`src/rtl/fetch_unit.sv`:
```
`default_nettype none
// ============================================================================
// Module      : fetch_unit
// Description : MIPS F-stage front end. Program counter, next-PC selection
//               with architectural delay slots, F/D register and fetch count.
//               FETCH_ADDR_CHECK_EN enables the fetch address fault (F_exc).
// Revision    : 1.0 - initial release
// ============================================================================
module fetch_unit #(
    parameter logic [31:0] PC_RESET = 32'h0000_3000,
    parameter int unsigned IM_WORDS = 4096
) (
    input  logic        clk,
    input  logic        reset,
    input  logic        stall,
    input  logic [1:0]  D_npc_sel,
    input  logic        D_br_taken,
    input  logic [31:0] D_rs_data,
    input  logic [31:0] F_instr,
    output logic [31:0] F_PC,
    output logic [31:0] D_PC,
    output logic [31:0] D_instr,
    output logic        D_valid,
    output logic [31:0] fetch_cnt,
    output logic        F_exc
);

    localparam logic [1:0] c_sel_seq = 2'b00;
    localparam logic [1:0] c_sel_br  = 2'b01;
    localparam logic [1:0] c_sel_j   = 2'b10;
    localparam logic [1:0] c_sel_jr  = 2'b11;

`ifdef FETCH_ADDR_CHECK_EN
    localparam logic c_check_en = 1'b1;
`else
    localparam logic c_check_en = 1'b0;
`endif

    // 33-bit bounds so an image ending at the top of the address space cannot overflow
    localparam logic [32:0] c_im_lo = {1'b0, PC_RESET};
    localparam logic [32:0] c_im_hi = c_im_lo + (33'(IM_WORDS) << 2);

    logic [31:0] r_f_pc;
    logic [31:0] r_d_pc;
    logic [31:0] r_d_instr;
    logic        r_d_valid;
    logic [31:0] r_fetch_cnt;

    logic        w_redirect;
    logic [31:0] w_pc_plus4;
    logic [31:0] w_imm_ext;
    logic [31:0] w_br_target;
    logic [31:0] w_j_target;
    logic [31:0] w_npc;
    logic        w_addr_fault;
    logic        w_f_exc;

    assign w_redirect = r_d_valid &
                        ((D_npc_sel == c_sel_j) ||
                         (D_npc_sel == c_sel_jr) ||
                         ((D_npc_sel == c_sel_br) && D_br_taken));

    assign w_pc_plus4  = r_f_pc + 32'd4;
    assign w_imm_ext   = {{14{r_d_instr[15]}}, r_d_instr[15:0], 2'b00};
    assign w_br_target = r_d_pc + 32'd4 + w_imm_ext;
    assign w_j_target  = {r_d_pc[31:28], r_d_instr[25:0], 2'b00};

    always_comb begin
        w_npc = w_pc_plus4;
        if (w_redirect) begin
            case (D_npc_sel)
                c_sel_br:  w_npc = w_br_target;
                c_sel_j:   w_npc = w_j_target;
                c_sel_jr:  w_npc = D_rs_data;
                c_sel_seq: w_npc = w_pc_plus4;
                default:   w_npc = w_pc_plus4;
            endcase
        end
    end

    assign w_addr_fault = (r_f_pc[1:0] != 2'b00) ||
                          ({1'b0, r_f_pc} < c_im_lo) ||
                          ({1'b0, r_f_pc} >= c_im_hi);
    assign w_f_exc      = c_check_en & w_addr_fault;

    // A faulting fetch still advances the PC but enters D as an uncounted bubble
    always_ff @(posedge clk or posedge reset) begin
        if (reset) begin
            r_f_pc      <= PC_RESET;
            r_d_pc      <= PC_RESET;
            r_d_instr   <= 32'h0000_0000;
            r_d_valid   <= 1'b0;
            r_fetch_cnt <= 32'h0000_0000;
        end else if (!stall) begin
            r_f_pc <= w_npc;
            r_d_pc <= r_f_pc;
            if (w_f_exc) begin
                r_d_instr <= 32'h0000_0000;
                r_d_valid <= 1'b0;
            end else begin
                r_d_instr   <= F_instr;
                r_d_valid   <= 1'b1;
                r_fetch_cnt <= r_fetch_cnt + 32'd1;
            end
        end
    end

    assign F_PC      = r_f_pc;
    assign D_PC      = r_d_pc;
    assign D_instr   = r_d_instr;
    assign D_valid   = r_d_valid;
    assign fetch_cnt = r_fetch_cnt;
    assign F_exc     = w_f_exc;

endmodule
`default_nettype wire

```
`config.mk`:
```
export PLATFORM = sky130hd
export DESIGN_NAME = fetch_unit
export DESIGN_NICKNAME = d
export VERILOG_FILES = /design/src/rtl/fetch_unit.sv
export SDC_FILE = /design/constraint.sdc
export NUM_CORES = 1
export LEC_CHECK = 0
export CORE_ASPECT_RATIO = 0.9
export CORE_UTILIZATION = 45
export DETAILED_ROUTE_END_ITERATION = 8
export PLACE_DENSITY = 0.74
export SYNTH_ARGS = -nofsm -noshare
export SYNTH_HDL_FRONTEND = slang
export SYNTH_SLANG_ARGS = --single-unit
```
`constraint.sdc`:
```
create_clock -name clk -period 7.8 [get_ports clk]
set_input_delay 2.34 -clock clk [delete_from_list [all_inputs] [get_ports clk]]
set_output_delay 2.34 -clock clk [all_outputs]
set_load 0.1 [all_outputs]
```
==> impl.org <==
** Synthesis
- Yosys mapped a number of flops with a built-in enable equal to 0.
- The number of different library cells used by synthesis comes to 66.
- A synthesized cell averages just under 10 µm².
- After synthesis the netlist holds a flip-flop and latch count of between 100 and 150.
- Of the synthesized area, sequential elements account for 0.394.
- For this run, the leading register cell type out of synthesis is sky130_fd_sc_hd__dfrtp_1.
- Cells after Synth :: between 800 and 900
- Syn Std Cell Area :: roughly 8000 µm²
- When the netlist entered floorplanning its net count stood at roughly 960.
- Warning count from the yosys run :: 0
- For this run, asynchronously set or reset flops after synthesis account for 1.00.

** Global routing
- Total congestion overflow after global routing :: 0
- Number of global-route vias before repair :: 6960
- Number of antenna violations at the first check in global routing :: 0
- Wire length of the first global-routing pass :: between 30 and 40 mm
- All-layer global routing usage :: 0.261
- Maximum number of pins on one net before global-route repair :: 89

** Outcome
- Run status :: finished clean

** Setup path
- Highest net fanout along the worst path :: 36
- Reg-to-reg endpoint :: F_PC[28]
- The critical path is of the input pin to register type.
- Worst setup path startpoint :: D_npc_sel[1]
- Worst EP arrival :: 5.36 ns
- Worst setup slack for register-to-register paths :: between 4 and 5 ns
- Length in cells of the worst reg-to-reg path :: 10
- In this run the critical register-to-register path is launched from D_instr[2].
- Data required time of the worst path :: around 8 ns
- Critical path launch point type :: input pin
- Capture point of the worst path :: F_PC[30]
- STA classifies the critical path endpoint as a register.

** Placement
- The congestion estimate from routability-driven global placement came to between 0.9 and 1.
- Number of buffers inserted by port buffering :: slightly below 200
- After detailed placement, the total cell area comes to between 10000 and 15000 µm².
- Post-Place Worst Slack :: 2.32 ns
- Summed over all nets, the half-perimeter wirelength after detailed placement is around 17 mm.

** Timing
- Final period demand of the worst path :: around 5 ns
- Final TNS setup :: 0 ns
- Final worst path period share :: 0.648
- The number of endpoints with negative hold slack in the final report is 0.
- Setup repair after global routing missed its margin :: false
- The number of pins exceeding their max-slew limit in the final report was 0.
- Once routing completed, OpenROAD measured the worst setup slack at approximately 2.7 ns.
- Maximum clock rate :: slightly below 0.2 GHz
- Slew HR :: 0.312
- At the pin with the least slew margin, the transition time is ~1 ns.
- For the final database, setup skew stands at about 0.0096 ns.
- Setup violations remaining at the end of the flow were counted as 0.

** Floorplanning
- Core area :: 17700 µm²
- The die covers ~19000 µm².
- In this run the horizontal extent of the chip is 144 µm.
- In this run the count of I/O pins placed on the die edge is 200.
- Chip Height :: 130 µm
- For this configuration, the core starts out at a cell density of 0.463.
- Rows :: 46

** Final layout
- Counting the fill cells in the layout gives 1529.
- Leaving out fill and tap cells, the most frequent cells in the layout are sky130_fd_sc_hd__clkdlybuf4s50_1 (196), sky130_fd_sc_hd__dfrtp_1 (125), sky130_fd_sc_hd__mux2_2 (82).
- The multi-input combinational cells in the finished layout cover a total of around 4700 µm².
- Final instance area :: between 10000 and 15000 µm²
- Growth of design area from synthesis to finish :: 33.6%
- Commonest non-fill, non-tap cell in the layout :: sky130_fd_sc_hd__clkdlybuf4s50_1
- Number of nets in the layout :: approximately 1100
- # diodes :: 0
- Ratio of cells with drive above 1 in the final layout :: 0.136
- Registers take between 3000 and 4000 µm².

** Route
- After detailed routing, the number of remaining DRC violations is 0.
- For this block, the via count after detailed routing is 7247.
- Routed length per placed instance :: 18.7 µm
- Remaining number of nets flagged by the antenna check after routing :: 0
- Via/cell ratio :: 5.73
- Total wirelength of the detailed-routed design :: between 20 and 25 mm
- The first detailed-routing pass took 5 iterations.
- After the first detailed-routing iteration, the DRC count stood at ~510.

** Power and ir drop
- Of the total power, combinational logic draws 0.579.
- Of the total power, registers draw 0.230.
- Areal power density over the cells :: about 400 nW/µm²
- Power Internal :: 0.00210 W
- IR analysis of the VDD net gives a maximum drop of 0.000315 V.
- For this design the total switching power over the nets is roughly 0.0023 W.
- Of the total power, the share spent switching nets is 0.526.
- Of the total power, the clock network draws 0.190.
- LEAKAGE :: ~4.7 nW

** Clock network
- The number of clock buffers added by TritonCTS is 17.
- Number of gates resized after CTS :: 0
- Clock tree synthesis selected as its root buffer the cell sky130_fd_sc_hd__clkbuf_16.
- At the later pin of the worst-skew pair, clock insertion delay measures between 0.4 and 0.5 ns.
- H-tree levels :: 4
- The longest clock path from root to sink contains 2 buffers.
- CTS sink cnt :: 129
- TritonCTS built the clock tree.
- Hold repair after CTS inserted 0 buffers.
- The number of setup buffers added after CTS is 0.
- Clock slew at the register clock pins of the worst setup and hold paths :: 0.06 ns

** Worst hold path
- The min-delay analysis places its worst path in the category register to register.

** Job
- Max-cap violations in this run came to 0.
## through the flow
step / total power [W] / hold WS [ns] / utilization / instances
5_1_grt: 0.00464 / 0.507 / 0.619 / 1265
3_5_place_dp: 0.00356 / 0.468 / 0.584 / 1233
4_1_cts: 0.00442 / 0.484 / 0.619 / 1265
2_1_floorplan: 0.00293 / 0.784 / - / 832
3_3_place_gp: 0.00354 / 0.464 / 0.584 / 1233
6_report: 0.00443 / 0.482 / 0.619 / 1265
## routing by layer
metal | vias up | wire, µm | global-route usage
met5 | - | 0 | 0
met4 | 0 | 212 | 0.0594
met3 | 23 | 2050 | 0.0716
met2 | 296 | 10900 | 0.410
met1 | 3514 | 10500 | 0.358
li1 | 3414 | - | -
## synth_stat cells (all sizes together) (3+ instances only)
library cell  instances  area (µm²)
nor4                  3        25.0
xnor2                44         385
dfrtp               125        3130
a221oi                6        58.8
nor3                  5        25.0
nand4                13        81.3
clkbuf               26        97.6
a21oi                70         350
or3                   3        18.8
a21o                 17         128
and4                  7        66.3
inv                  18        67.6
mux4                  3        67.6
nor2                 52         195
xor2                 10        87.6
a41o                  4        40.0
buf                  16        77.6
a311oi                5        43.8
and3                 19         124
o21bai                5        37.5
o21ai                40         200
nand2                74         278
a22oi                 7        52.6
mux2i                10         100
o22ai                 7        43.8
nand2b                6        37.5
nor2b                 3        18.8
and2                  7        43.8
a211oi                5        37.5
mux2                 82         923
o211ai                6        45.0
o21a                  4        30.0
nand3                33         165
ha                   59         738
a31oi                 7        43.8
dfstp                 4         105
## flip-flops by register name, indices dropped and copies added (netlist names)
register and cells:
D_PC 32, D_instr 32, D_valid 1, F_PC 32
fetch_cnt 32
## cells by family (layout without fill, tap and decap cells)
kind of cell	after synthesis	count (layout)	share of synthesized area
buf+inv	60	253	0.0296
compound gates	204	204	0.158
simple gates	229	229	0.135
other cells	1	1	0.000457
xor+xnor	54	54	0.0576
mux	95	95	0.133
fa+ha+maj	60	60	0.0924
flops	129	129	0.394
## worst min path at each step
stage                        startpoint             to  cells after the start
final                     fetch_cnt[31]  fetch_cnt[31]                      1
after global routing      fetch_cnt[31]  fetch_cnt[31]                      1
after CTS                 fetch_cnt[31]  fetch_cnt[31]                      1
after detailed placement  fetch_cnt[31]  fetch_cnt[31]                      1
after global placement    fetch_cnt[31]  fetch_cnt[31]                      1
after floorplan                F_PC[13]       F_PC[13]                      2
## power groups by stage
stage / Clock, W / Combinational, W / Sequential (W)
3_3_place_gp: 0 / 0.00252 / 0.00102
2_1_floorplan: 0 / 0.000924 / 0.00201
4_1_cts: 0.000849 / 0.00255 / 0.00102
5_1_grt: 0.000876 / 0.00272 / 0.00105
6_report: 0.000843 / 0.00257 / 0.00102
3_5_place_dp: 0 / 0.00254 / 0.00103
## cell type report
class | count | share of cell area
clock buffers | 17 | 0.0388
clock inverters | 15 | 0.0169
inverters | 18 | 0.00662
multi-input cells | 643 | 0.432
flip-flops and latches | 129 | 0.295
well taps | 240 | 0.0274
repair buffers | 203 | 0.183
## critical path: stages
cell and delay (ns):
sky130_fd_sc_hd__clkdlybuf4s50_1 0.45, sky130_fd_sc_hd__buf_4 0.37, sky130_fd_sc_hd__a21oi_1 0.11, sky130_fd_sc_hd__nand2b_1 0.62, sky130_fd_sc_hd__nor2_1 0.92, sky130_fd_sc_hd__nand2_1 0.15
sky130_fd_sc_hd__a221oi_2 0.30, sky130_fd_sc_hd__o21ai_1 0.09
No activity file was read; power rests on OpenSTA's default activity.
